--- config.mk ---
export PLATFORM = sky130hd
export DESIGN_NAME = color_classifier
export DESIGN_NICKNAME = d
export VERILOG_FILES = /design/src/rtl/color_classifier.sv
export SDC_FILE = /design/constraint.sdc
export NUM_CORES = 1
export LEC_CHECK = 0
export ABC_AREA = 1
export BUFFER_PORTS_ARGS = -buffer_cell sky130_fd_sc_hd__buf_4
export CAP_MARGIN = 20
export CORE_UTILIZATION = 60
export DETAILED_ROUTE_END_ITERATION = 16
export PLACE_DENSITY = 0.79
export SYNTH_ARGS = -nofsm -noshare
export SYNTH_HDL_FRONTEND = slang
export SYNTH_SLANG_ARGS = --single-unit
--- constraint.sdc ---
create_clock -name clk -period 7.94 [get_ports clk]
set_input_delay 1.985 -clock clk [delete_from_list [all_inputs] [get_ports clk]]
set_output_delay 1.985 -clock clk [all_outputs]
set_load 0.02 [all_outputs]
--- src/rtl/color_classifier.sv ---
// Periodic RGB color classifier: samples normalized channel values on a tick,
// picks the dominant channel, and commits a color after a run of agreeing passes.
module color_classifier #(
  parameter int unsigned SAMPLE_PERIOD = 50000000,
  parameter int unsigned STABLE_COUNT  = 3,
  parameter int unsigned MIN_LEVEL     = 20,
  parameter int unsigned MARGIN        = 10
) (
  input  logic        clk,
  input  logic        rst,
  input  logic        en,
  input  logic [15:0] red_norm,
  input  logic [15:0] green_norm,
  input  logic [15:0] blue_norm,
  output logic [1:0]  color,
  output logic        color_valid,
  output logic        color_change,
  output logic        busy
);

  localparam int unsigned CW          = (SAMPLE_PERIOD > 1) ? $clog2(SAMPLE_PERIOD) : 1;
  localparam logic [CW-1:0] CNT_MAX   = CW'(SAMPLE_PERIOD - 1);
  localparam logic [16:0]   MIN_LVL   = 17'(MIN_LEVEL);
  localparam logic [16:0]   MARGIN_W  = 17'(MARGIN);
  localparam logic [3:0]    STABLE    = 4'(STABLE_COUNT);

  typedef enum logic [1:0] {IDLE, CAPTURE, CLASSIFY, FILTER} state_t;

  state_t        state, state_next;
  logic [CW-1:0] cnt;
  logic          tick;
  logic          capture, classify, filter;
  logic [15:0]   red_q, green_q, blue_q;
  logic [1:0]    cls, cls_c, win;
  logic [1:0]    cand, cand_next;
  logic [3:0]    run, run_next;
  logic          commit;
  logic [16:0]   r17, g17, b17, max_v, second_v, lead;

  // Sample tick generator; held at zero while disabled
  always_ff @(posedge clk or posedge rst) begin
    if (rst) begin
      cnt <= '0;
    end else if (!en) begin
      cnt <= '0;
    end else if (cnt == CNT_MAX) begin
      cnt <= '0;
    end else begin
      cnt <= cnt + CW'(1);
    end
  end

  assign tick = en && (cnt == CNT_MAX);

  always_ff @(posedge clk or posedge rst) begin
    if (rst) state <= IDLE;
    else     state <= state_next;
  end

  always_comb begin
    state_next = state;
    capture    = 1'b0;
    classify   = 1'b0;
    filter     = 1'b0;
    case (state)
      IDLE:     if (tick) state_next = CAPTURE;
      CAPTURE:  begin capture  = 1'b1; state_next = CLASSIFY; end
      CLASSIFY: begin classify = 1'b1; state_next = FILTER;   end
      FILTER:   begin filter   = 1'b1; state_next = IDLE;     end
      default:  state_next = IDLE;
    endcase
  end

  // Winner and runner-up; ties resolve red, then green, then blue
  always_comb begin
    r17 = {1'b0, red_q};
    g17 = {1'b0, green_q};
    b17 = {1'b0, blue_q};
    if (r17 >= g17 && r17 >= b17) begin
      win      = 2'd1;
      max_v    = r17;
      second_v = (g17 >= b17) ? g17 : b17;
    end else if (g17 >= b17) begin
      win      = 2'd2;
      max_v    = g17;
      second_v = (r17 >= b17) ? r17 : b17;
    end else begin
      win      = 2'd3;
      max_v    = b17;
      second_v = (r17 >= g17) ? r17 : g17;
    end
    lead  = max_v - second_v;
    cls_c = (max_v < MIN_LVL || lead < MARGIN_W) ? 2'd0 : win;
  end

  // Run-length filter over successive classifications
  always_comb begin
    if (cls == cand) begin
      cand_next = cand;
      run_next  = (run == 4'hF) ? run : run + 4'd1;
    end else begin
      cand_next = cls;
      run_next  = 4'd1;
    end
    commit = run_next >= STABLE;
  end

  always_ff @(posedge clk or posedge rst) begin
    if (rst) begin
      red_q        <= '0;
      green_q      <= '0;
      blue_q       <= '0;
      cls          <= 2'd0;
      cand         <= 2'd0;
      run          <= 4'd0;
      color        <= 2'd0;
      color_valid  <= 1'b0;
      color_change <= 1'b0;
      busy         <= 1'b0;
    end else begin
      color_change <= 1'b0;
      busy         <= (state_next != IDLE);
      if (capture) begin
        red_q   <= red_norm;
        green_q <= green_norm;
        blue_q  <= blue_norm;
      end
      if (classify) cls <= cls_c;
      if (filter) begin
        cand <= cand_next;
        run  <= run_next;
        if (commit) begin
          color        <= cand_next;
          color_valid  <= 1'b1;
          color_change <= (cand_next != color) || !color_valid;
        end
      end
    end
  end

endmodule

Yosys cells after proc, flatten, opt, wreduce, memory -nomap -nowiden
Cells that the tools add are included.
W data, S select, Z words.
{"block": "word_totals", "ff_bits": 89, "out_inout_bits": 5}
{"block": "classes", "addsub": 3, "magnitude_cmp": 6, "n_eq_ne": 7, "mux": 21, "n_reduce_logical": 8}
{"cell": "$mux W16", "count": 6}
{"cell": "$mux W26", "count": 2}
{"cell": "$ge A16 B16 Y1", "count": 3}
{"cell": "$add A26 B1 Y26 const B", "count": 1}
{"cell": "$eq A26 B26 Y1 const B", "count": 1}
{"cell": "$lt A17 B4 Y1 const B", "count": 1}
{"cell": "$lt A17 B5 Y1 const B", "count": 1}
{"cell": "$sub A17 B17 Y17", "count": 1}
{"cell": "$mux W2", "count": 4}
{"cell": "$mux W4", "count": 2}
{"cell": "$pmux W2 S4", "count": 1}
{"cell": "$mux W1", "count": 6}
{"cell": "$add A4 B1 Y4 const B", "count": 1}
{"cell": "$eq A2 B2 Y1 const B", "count": 2}
{"cell": "$eq A4 B4 Y1 const B", "count": 1}
{"cell": "$ge A4 B2 Y1 const B", "count": 1}
{"cell": "$eq A2 B1 Y1 const B", "count": 1}
{"cell": "$eq A2 B2 Y1", "count": 1}
{"cell": "$logic_and A1 B1 Y1", "count": 2}
{"cell": "$logic_not A2 Y1", "count": 1}
{"cell": "$logic_or A1 B1 Y1", "count": 2}
{"cell": "$ne A2 B2 Y1", "count": 1}
{"cell": "$reduce_and A2 Y1", "count": 1}
{"cell": "$reduce_bool A2 Y1", "count": 1}
{"cell": "$logic_not A1 Y1", "count": 1}

Depth between registers and ports, before layout
Gate-level depths: netlist (run 1).
{"block": "depth", "depth_word": 8, "ltp_mapped": 33}

Least setup slack after synthesis (run 1)
No wires, ideal clock.
{"block": "synth_path", "path_type": "register to register", "startpoint": "reg green_q[13]", "endpoint": "reg cls[0]", "t_arrival_ps": 3918, "required_time_ps": 7822, "slack_ps": 3905, "path_stages_with_launch": 28, "path_buffers": 2, "path_cell_list": "dfrtp_1 ha_1 nand2_1 inv_1 o21ai_0 nand2_1 nor2_1 nand3_1 clkbuf_1 clkbuf_1 a2111oi_0 a221oi_1 fa_1 nand3_1 nand2_1 a21oi_1 o21bai_1 nand2_1 nor3b_1 nand4_1 nor2_1 nand3_1 nor2_1 nand2_1 inv_1 nand3_1 nand3_1 nand2_1"}
{"block": "synth_via", "elab_chain_cells": 8}
{"element": "start: declaration", "line_no": "33", "rtl": "logic [15:0] red_q, green_q, blue_q;"}
{"element": "start signal: assignment", "line_no": "125", "rtl": "green_q <= green_norm;"}
{"element": "$ge A16 B16 Y1", "line_no": "79, 90"}
{"element": "$mux W16", "line_no": "90", "rtl": "second_v = (r17 >= g17) ? r17 : g17;"}
{"element": "$mux W16", "line_no": "83", "rtl": "end else if (g17 >= b17) begin"}
{"element": "$mux W16", "line_no": "79", "rtl": "if (r17 >= g17 && r17 >= b17) begin"}
{"element": "$sub A17 B17 Y17", "line_no": "92", "rtl": "lead = max_v - second_v;"}
{"element": "$lt A17 B4 Y1", "line_no": "93", "rtl": "cls_c = (max_v < MIN_LVL || lead < MARGIN_W) ? 2'd0 : win;"}
{"element": "$logic_or A1 B1 Y1", "line_no": "93"}
{"element": "$mux W2 *", "line_no": "93"}
{"element": "end signal: assignment", "line_no": "128", "rtl": "if (classify) cls <= cls_c;"}
{"element": "end: declaration", "line_no": "34", "rtl": "logic [1:0] cls, cls_c, win;"}
Mark *: on every way between the ends. The rest lies on a longest branch, timed or not.
A chain may end at the register's enable or synchronous reset.

Final worst setup path (run 1)
{"block": "layout_path", "startpoint": "reg blue_q[7]", "endpoint": "reg cls[0]"}
{"block": "layout_via", "elab_chain_cells": 8}
{"element": "start: declaration", "line_no": "33"}
{"element": "start signal: assignment", "line_no": "126", "rtl": "blue_q <= blue_norm;"}
{"element": "$ge A16 B16 Y1", "line_no": "79, 86"}
{"element": "$mux W16", "line_no": "86", "rtl": "second_v = (r17 >= b17) ? r17 : b17;"}
{"element": "$mux W16", "line_no": "83"}
{"element": "$mux W16", "line_no": "79"}
{"element": "$sub A17 B17 Y17", "line_no": "92"}
{"element": "$lt A17 B4 Y1", "line_no": "93"}
{"element": "$logic_or A1 B1 Y1", "line_no": "93"}
{"element": "$mux W2 *", "line_no": "93"}
Marked as above.

==> flow_metrics.tcl, run 1 <==
set metrics [dict create \
    path_max_fanout 43 \
    cts_root_buf "clkbuf_16" \
    drv_slew 0 \
    grt_first_pass_wirelength_um 28000 \
    start_kind "flop" \
    die_height_um 109 \
    io_buffers 55 \
    power_mw 1.46 \
    syn-cell-area_mm2 0.00687 \
    r2r_start "blue_q[7]" \
    maxCapViolCount 0 \
    wire_per_inst_um 14.4 \
    ys_top_cells_by_area "dfrtp_1, nand2_1, ha_1" \
    dp_hpwl_um 12500 \
    synth_top_family_by_area "simple AND/OR/NAND/NOR gates" \
    end_kind "flop" \
    fin_cells 1165 \
    whs_endpoint "color_valid" \
    finalSetupTns_ns 0 \
    yosys.area_share.simple_pct 26.9 \
    core_area_mm2 0.0110 \
    postCtsSetupRepairBufs 0 \
    slew_headroom_pct 32.7 \
    synthCells 980 \
    period_share_pct 78.7 \
    setup_viol 0 \
    leakagePower_nw 3.80 \
    synth.most_common_cell "nand2_1" \
    cpMostUsedCell "nand2_1" \
    die_area_mm2 0.0119 \
    ctsHoldBuffers 0 \
    final_hold_viol_count 0 \
    die_w_um 109 \
    vdd_drop_max_v 0.000166 \
    yosysUniqueCellTypes 41 \
    reg2reg_slack_ns 1.69 \
    cts_tree "built" \
    pre_cts_slack_ns 1.90 \
    fmax_mhz 160 \
    r2r-end "cls[0]" \
    ys_seq_area_share_pct 32.4 \
    yosys-mux-area-fraction_pct 0 \
    numCtsBuffers 9 \
    cts.sinks 89 \
    yosysTopAreaCell "dfrtp_1" \
    arrival_ns 6.49 \
    reg2regPathDepth 29 \
    netlist.area_leader.share_pct 32.4 \
    cts.clk_slew.worst_paths_ns 0.07 \
    totalWireLength_um 16800 \
    synth-seq-cells 89 \
    synth_ff_type "dfrtp_1" \
    yosys_warnings 0 \
    cp_slowest_cell "nand2_1" \
    rows 38 \
    slowest_delay_ns 0.76 \
    ys_async_sr_fraction_pct 100 \
    drc 0 \
    area_growth_syn_to_layout_pct 12.0 \
    n_antenna_cell 0 \
    synth_nets 1101 \
    power_density_mw_per_mm2 190 \
    clk_latency_ns 0.35 \
    critical_path_class "flop to flop" \
    rsz0062_at_grt "false" \
    dr.pass1.iters 6 \
    worst_pin_slew_ns 1.01 \
    final.setup.worst_slack_ns 1.69 \
    via_per_inst 5.61 \
    drt_first_iter_violations 535 \
    grt_max_degree 97 \
    clockBufferDepth 2 \
    ctsResizeCount 0 \
    min_delay_path_depth 2 \
    grt_usage_pct 30.4 \
    start_util_pct 62.6 \
    h-tree-depth 3 \
    final_nets 1141 \
    dp.cells 1149 \
    drive_above_1_share_pct 9.07 \
    synth_fa_ha_area_share_pct 12.9 \
    io_pins 56 \
    synth_common_cells "nand2_1, inv_1, o21ai_0" \
    post-route-min-period_ns 6.25 \
    syn_area_per_cell_um2 7.01 \
    grt_overflow 0 \
    crit_required_ns 8.18 \
    synth-compound-area-share_pct 17.6 \
    grt_pass1_vias 5957 \
    fin_skew_ns 0.00736 \
    synth-xor-area-share_pct 1.40 \
    gp_congestion 0.954 \
    grt_antenna_before_repair 0 \
    num_vias 6537 \
    status "finished, final reports clean" \
    hold_path.class "flop to flop" \
    antenna_left 0 \
    synth_edf_count 0 \
    min_from "color_valid" \
]
worst max-delay path by stage:
stage,from,end,slack (ns),cells past startpoint
final,blue_q[7],cls[0],1.69,29
after global routing,blue_q[7],cls[0],1.02,29
after CTS,blue_q[7],cls[0],1.85,29
after detailed placement,blue_q[7],cls[0],1.90,29
after global placement,red_q[7],cls[0],2.14,28
after floorplan,rst,blue_q[0],3.65,1
worst max-delay path, delay by kind of cell, from the launching register on:
kind / cells / cell delay, ns
AND/OR/NAND/NOR: 22 / 3.84
adder cells (fa/ha/maj): 2 / 0.70
flip-flops: 1 / 0.36
AO/OA/AOI/OAI: 2 / 0.35
buffers and inverters: 3 / 0.89
final cells by class:
type,count,area [um^2]
tap,140,175
multi-input combinational,730,4050
timing repair buffer,58,435
fill,952,3290
inverter,132,497
sequential,89,2230
clock inverter,5,61.3
clock buffer,11,253
stage by stage:
step	util (%)	hold WS, ns	area [um^2]
3_5_place_dp	67.2	0.466	7380
3_3_place_gp	67.2	0.469	7380
6_report	70.1	0.480	7700
4_1_cts	70.1	0.484	7700
5_1_grt	70.1	0.523	7700
2_1_floorplan	-	0.453	6870
power breakdown:
group / internal (mW) / leakage [nW] / switching [mW] / total (mW)
Combinational: 0.190 / 2.54 / 0.334 / 0.525
Clock: 0.263 / 0.150 / 0.191 / 0.454
Sequential: 0.470 / 1.11 / 0.0158 / 0.485
Total: 0.923 / 3.80 / 0.541 / 1.46
cell usage in the layout (no fill, tap or decap), drive strengths merged, types with 4 or more instances in the layout:
cell    instances
nand3          39
or2             4
nor3b           7
nor3           21
nand2         250
dfrtp          89
xnor2           6
a21o            4
clkbuf         11
o21ai         120
nor4            9
nand4          14
nor2           73
inv           132
a31oi          10
xor2            5
buf            58
a21oi          75
ha             69
a221oi          7
cell families (layout without fill, tap and decap cells):
kind of cell               count (synthesis)  after routing
AOI/OAI and AO/OA                        227            227
xor gates and xnor gates                  11             11
adders and majority gates                 70             70
buffers and inverters                    161            206
DFF                                       89             89
and+or+nand+nor                          422            422
state kept, by name (all words and copies together) (netlist names), 2 cells and up:
name	flops
cand	2
color	2
cls	2
red_q	16
state	2
blue_q	16
green_q	16
run	4
cnt	26
metal layers:
| layer | vias up | track usage (%) | part of all wire (%) |
|---|---|---|---|
| met3 | 26 | 4.66 | 6.6 |
| met5 | - | 0 | 0 |
| met2 | 229 | 45.7 | 43 |
| met1 | 2951 | 44.4 | 49 |
| met4 | 0 | 10.0 | 1.7 |
| li1 | 3331 | - | - |
Power figures use the tool's default switching activity.
==> inputs of run 2 (changes only) <==
--- a/config.mk
+++ b/config.mk
@@ -5,12 +5,12 @@
 export SDC_FILE = /design/constraint.sdc
 export NUM_CORES = 1
 export LEC_CHECK = 0
-export ABC_AREA = 1
+export ABC_AREA = 0
 export BUFFER_PORTS_ARGS = -buffer_cell sky130_fd_sc_hd__buf_4
 export CAP_MARGIN = 20
-export CORE_UTILIZATION = 60
+export CORE_UTILIZATION = 55
 export DETAILED_ROUTE_END_ITERATION = 16
-export PLACE_DENSITY = 0.79
+export PLACE_DENSITY = 0.76
 export SYNTH_ARGS = -nofsm -noshare
 export SYNTH_HDL_FRONTEND = slang
 export SYNTH_SLANG_ARGS = --single-unit
==> constraint.sdc (replaced) <==
create_clock -name clk -period 5.3 [get_ports clk]
set_input_delay 1.325 -clock clk [delete_from_list [all_inputs] [get_ports clk]]
set_output_delay 1.325 -clock clk [all_outputs]
set_load 0.02 [all_outputs]
==> flow_metrics.tcl, run 2 <==
set metrics [dict create \
    status "finished, final reports clean" \
    yosys.area_share.simple_pct 18.2 \
    grt_max_degree 60 \
    synth_edf_count 0 \
    io_pins 56 \
    rows 39 \
    drc 0 \
    wire_per_inst_um 18.1 \
    drv_slew 0 \
    num_vias 6100 \
    final_nets 970 \
    core_area_mm2 0.0116 \
    worst_pin_slew_ns 0.971 \
    power_density_mw_per_mm2 302 \
    start_util_pct 57.2 \
    final.setup.worst_slack_ns 0.157 \
    grt_pass1_vias 5670 \
    hold_path.class "flop to flop" \
    yosysUniqueCellTypes 66 \
    slew_headroom_pct 35.3 \
    synth-xor-area-share_pct 3.97 \
    synth.most_common_cell "nand2_1" \
    pre_cts_slack_ns -0.00641 \
    vdd_drop_max_v 0.000256 \
    syn_area_per_cell_um2 8.77 \
    dr.pass1.iters 6 \
    grt_antenna_before_repair 0 \
    finalSetupTns_ns 0 \
    grt_overflow 0 \
    synth_fa_ha_area_share_pct 13.4 \
    drive_above_1_share_pct 24.4 \
    final_hold_viol_count 0 \
    synth_top_family_by_area "compound AO/OA/AOI/OAI gates" \
    path_max_fanout 7 \
    cts.sinks 89 \
    fmax_mhz 194 \
    h-tree-depth 3 \
    netlist.area_leader.share_pct 33.7 \
    yosys_warnings 0 \
    grt_first_pass_wirelength_um 28300 \
    seqCellArea_mm2 0.00224 \
    syn-cell-area_mm2 0.00661 \
    via_per_inst 6.12 \
    end_kind "flop" \
    yosysTopAreaCell "dfrtp_1" \
    post-route-min-period_ns 5.14 \
    io_buffers 55 \
    n_fill_cell 912 \
    grt_usage_pct 28.8 \
    drt_first_iter_violations 355 \
    start_kind "flop" \
    largest_reg_flops 26 \
    area_growth_syn_to_layout_pct 22.9 \
    synth_nets 875 \
    die_height_um 112 \
    final_common_cell "buf_4" \
    gp_congestion 0.921 \
    totalWireLength_um 18100 \
    crit_required_ns 5.53 \
    cts.clk_slew.worst_paths_ns 0.07 \
    leakagePower_nw 3.61 \
    synthCells 754 \
    multi_input_area_mm2 0.00431 \
    top_register "cnt" \
    synth_ff_type "dfrtp_1" \
    dp_hpwl_um 13300 \
    die_w_um 112 \
    numCtsBuffers 9 \
    fin_skew_ns 0.00660 \
    die_area_mm2 0.0125 \
    yosys-mux-area-fraction_pct 5.17 \
    antenna_left 0 \
    whs_ns 0.496 \
    maxCapViolCount 0 \
    ys_seq_area_share_pct 33.7 \
    cts_root_buf "clkbuf_16" \
    synth-seq-cells 89 \
    n_antenna_cell 0 \
    arrival_ns 5.37 \
    synth_common_cells "nand2_1, dfrtp_1, ha_1" \
    ys_async_sr_fraction_pct 100 \
    synth-compound-area-share_pct 21.2 \
    cts_tree "built" \
    critical_path_class "flop to flop" \
    period_share_pct 97.0 \
    clockBufferDepth 2 \
    layout_common_cells "buf_4, nand2_1, dfrtp_1" \
    setup_viol 0 \
    ys_top_cells_by_area "dfrtp_1, ha_1, nand2_1" \
    clk_latency_ns 0.36 \
]
-- run 2: cell types whose count changed after synthesis, moves of 13 or more --
cell / delta
mux2_2: +24
o221ai_1: +17
inv_1: -83
nand3_1: -24
o21ai_0: -58
nand2_1: -147
a21oi_1: -23
xor2_1: +13
-- run 2: layer usage --
layer	up-vias	GRT usage (%)	part of all wire (%)
met1	2989	41.0	45
met5	-	0	0
met3	27	5.23	6.0
li1	2905	-	-
met2	179	44.8	47
met4	0	8.74	1.8
-- run 2: metrics by stage --
stage	cell area, um^2	util (%)	power (mW)	std cells
after global routing	8130	70.3	2.57	996
final	8130	70.3	2.45	996
after CTS	7680	66.4	2.32	968
after detailed placement	7330	63.4	1.55	953
after floorplan	6610	-	1.31	754
after global placement	7330	63.4	1.53	953
-- run 2: cell families after synthesis --
group	count (synthesis)
simple gates	256
buf+inv	75
flops	89
xor+xnor	30
mux	31
compound gates	203
fa+ha+maj	70
-- run 2: area by class of cell --
type                    count  area share (%)
repair buffers            112            10.7
multi-input cells         590            53.1
inverters                  47            2.19
flip-flops and latches     89            27.6
well taps                 143            2.20
clock buffers              10            2.94
clock inverters             5            1.35
-- run 2: final timing paths --
path,from,end,slack [ns],cells after the start
min reg2reg,cnt[0],cnt[0],0.50,1
min in group asynchronous,rst,cnt[11],1.14,2
max,red_q[10],cls[1],0.16,22
min,cnt[0],cnt[0],0.50,1
max reg2reg,red_q[10],cls[1],0.16,22
max in group asynchronous,rst,green_q[0],3.11,3
-- run 2: power breakdown --
part | switching [mW] | leakage, nW | internal, mW
Clock | 0.281 | 0.171 | 0.476
Sequential | 0.0311 | 1.10 | 0.705
Combinational | 0.529 | 2.34 | 0.430
-- run 2: worst max-delay path: stages (launching register included) --
cell	delay [ns]
dfrtp_2	0.46
ha_1	0.33
and4_1	0.23
a32oi_1	0.17
o211ai_1	0.20
a2111oi_4	0.38
buf_4	0.21
buf_4	0.12
nor2b_2	0.17
a21oi_2	0.09
buf_6	0.15
buf_4	0.13
o221ai_1	0.29
ha_1	0.33
o21a_1	0.12
nor2_1	0.12
xnor2_1	0.08
or4_1	0.46
a211oi_1	0.17
and3_1	0.18
nand4_1	0.14
a2111oi_4	0.34
o211ai_1	0.14
-- run 2: repair_timing --
| action | in CTS | in global routing |
|---|---|---|
| endpoints found under the hold margin | 0 | 0 |
| hold buffers | 0 | 0 |
| pin swaps | 0 | 18 |
| buffers inserted | 0 | 27 |
| resized for setup | 1 | 53 |
| setup endpoints to repair | 2 | 2 |
| gates cloned | 0 | 1 |
==> inputs of run 3 (changes only) <==
--- a/config.mk
+++ b/config.mk
@@ -8,9 +8,10 @@
 export ABC_AREA = 0
 export BUFFER_PORTS_ARGS = -buffer_cell sky130_fd_sc_hd__buf_4
 export CAP_MARGIN = 20
-export CORE_UTILIZATION = 55
+export CORE_UTILIZATION = 40
 export DETAILED_ROUTE_END_ITERATION = 16
-export PLACE_DENSITY = 0.76
+export PLACE_DENSITY = 0.58
+export REMOVE_ABC_BUFFERS = 1
 export SYNTH_ARGS = -nofsm -noshare
 export SYNTH_HDL_FRONTEND = slang
 export SYNTH_SLANG_ARGS = --single-unit
==> flow_metrics.tcl, run 3 (same netlist as run 2, synthesis figures left out) <==
set metrics [dict create \
    status "finished, final reports clean" \
    fin_skew_ns 0.00873 \
    dr.pass1.iters 4 \
    end_kind "flop" \
    start_util_pct 41.3 \
    maxCapViolCount 0 \
    io_buffers 55 \
    die_w_um 131 \
    start_kind "flop" \
    final_nets 974 \
    slew_headroom_pct 37.1 \
    ctsHoldBuffers 0 \
    cts_root_buf "clkbuf_16" \
    arrival_ns 5.26 \
    cts.clk_slew.worst_paths_ns 0.06 \
    vdd_drop_max_v 0.000191 \
    power_density_mw_per_mm2 279 \
    core_area_mm2 0.0160 \
    worst_pin_slew_ns 0.943 \
    cts_tree "built" \
    dp_hpwl_um 14100 \
    die_height_um 131 \
    n_antenna_cell 0 \
    finalInstanceArea_mm2 0.00805 \
    hold_path.class "flop to flop" \
    rows 46 \
    crit_required_ns 5.52 \
    die_area_mm2 0.0170 \
    layout_common_cells "buf_4, nand2_1, dfrtp_1" \
    grt_antenna_before_repair 0 \
    clk_latency_ns 0.35 \
    antenna_left 0 \
    clockBufferDepth 2 \
    cts.sinks 89 \
    gp_congestion 0.870 \
    final_common_cell "buf_4" \
    numCtsBuffers 9 \
    drv_slew 0 \
    num_vias 5912 \
    fmax_mhz 198 \
    critical_path_class "flop to flop" \
    pre_cts_slack_ns 0.113 \
    grt_usage_pct 22.5 \
    post_dp_cell_area_mm2 0.00751 \
    drt_first_iter_violations 393 \
    io_pins 56 \
    top_register "cnt" \
    final_hold_viol_count 0 \
    period_share_pct 95.1 \
    post-route-min-period_ns 5.04 \
    setup_viol 0 \
    leakagePower_nw 3.58 \
    path_max_fanout 8 \
    area_growth_syn_to_layout_pct 21.7 \
    grt_pass1_vias 5696 \
    grt_max_degree 59 \
    drc 0 \
    h-tree-depth 3 \
    largest_reg_flops 26 \
    wire_per_inst_um 17.0 \
    grt_overflow 0 \
    drive_above_1_share_pct 22.7 \
    grt_first_pass_wirelength_um 29400 \
    totalWireLength_um 18200 \
    final.setup.worst_slack_ns 0.261 \
    power_mw 2.25 \
    via_per_inst 5.51 \
]
[run 3: what timing repair did]
| item | 4_1_cts | 5_1_grt |
|---|---|---|
| buffers inserted | 0 | 18 |
| gates resized for setup | 0 | 28 |
| endpoints found under the setup margin | 0 | 2 |
[run 3: final timing paths]
kind                             startpoint           end  slack (ns)  cells past startpoint
worst max-delay path              blue_q[1]        cls[1]        0.26                     19
worst min-delay path            color_valid  color_change        0.47                      1
worst max register to register    blue_q[1]        cls[1]        0.26                     19
worst min register to register  color_valid  color_change        0.47                      1
max in group asynchronous               rst     red_q[13]        3.11                      3
min in group asynchronous               rst       cnt[20]        1.15                      2
[run 3: final cells by class]
class / instances / area (um^2)
Clock inverter: 4 / 30.0
Fill cell: 1601 / 7950
Sequential cell: 89 / 2240
Clock buffer: 10 / 239
Timing Repair Buffer: 116 / 885
Multi-Input combinational cell: 590 / 4210
Inverter: 47 / 178
Tap cell: 216 / 270
[run 3: worst max-delay path, cell delays in order (launching register included)]
cell	delay, ns
dfrtp_1	0.39
inv_1	0.18
ha_1	0.28
a2111o_1	0.46
a2111oi_4	0.45
o21a_4	0.23
mux2_4	0.35
buf_4	0.18
nand2_1	0.07
o221ai_1	0.11
ha_1	0.36
nand2_1	0.11
a32oi_1	0.16
o21ai_1	0.09
or4_1	0.53
a211oi_2	0.15
and3_1	0.18
nand4_1	0.15
a2111oi_4	0.33
o211ai_1	0.13
[run 3: metal layers]
metal | global-route usage, % | wire length, um
met1 | 30.1 | 8470
met2 | 36.6 | 8520
met3 | 3.95 | 849
met4 | 7.44 | 349
met5 | 0 | 0
[run 3: per-stage QoR]
stage	instances	util (%)	TNS, ns	hold slack, ns
final	1072	50.3	0	0.472
after global routing	1072	50.3	-0.112	0.513
after CTS	1053	48.6	0	0.484
after detailed placement	1039	46.9	0	0.479
after global placement	1039	46.9	0	0.468
after floorplan	726	-	-0.451	0.455
[run 3: power breakdown]
group	internal, mW	switching, mW	total [mW]
logic	0.409	0.497	0.906
registers	0.705	0.0290	0.734
clock network	0.327	0.281	0.608
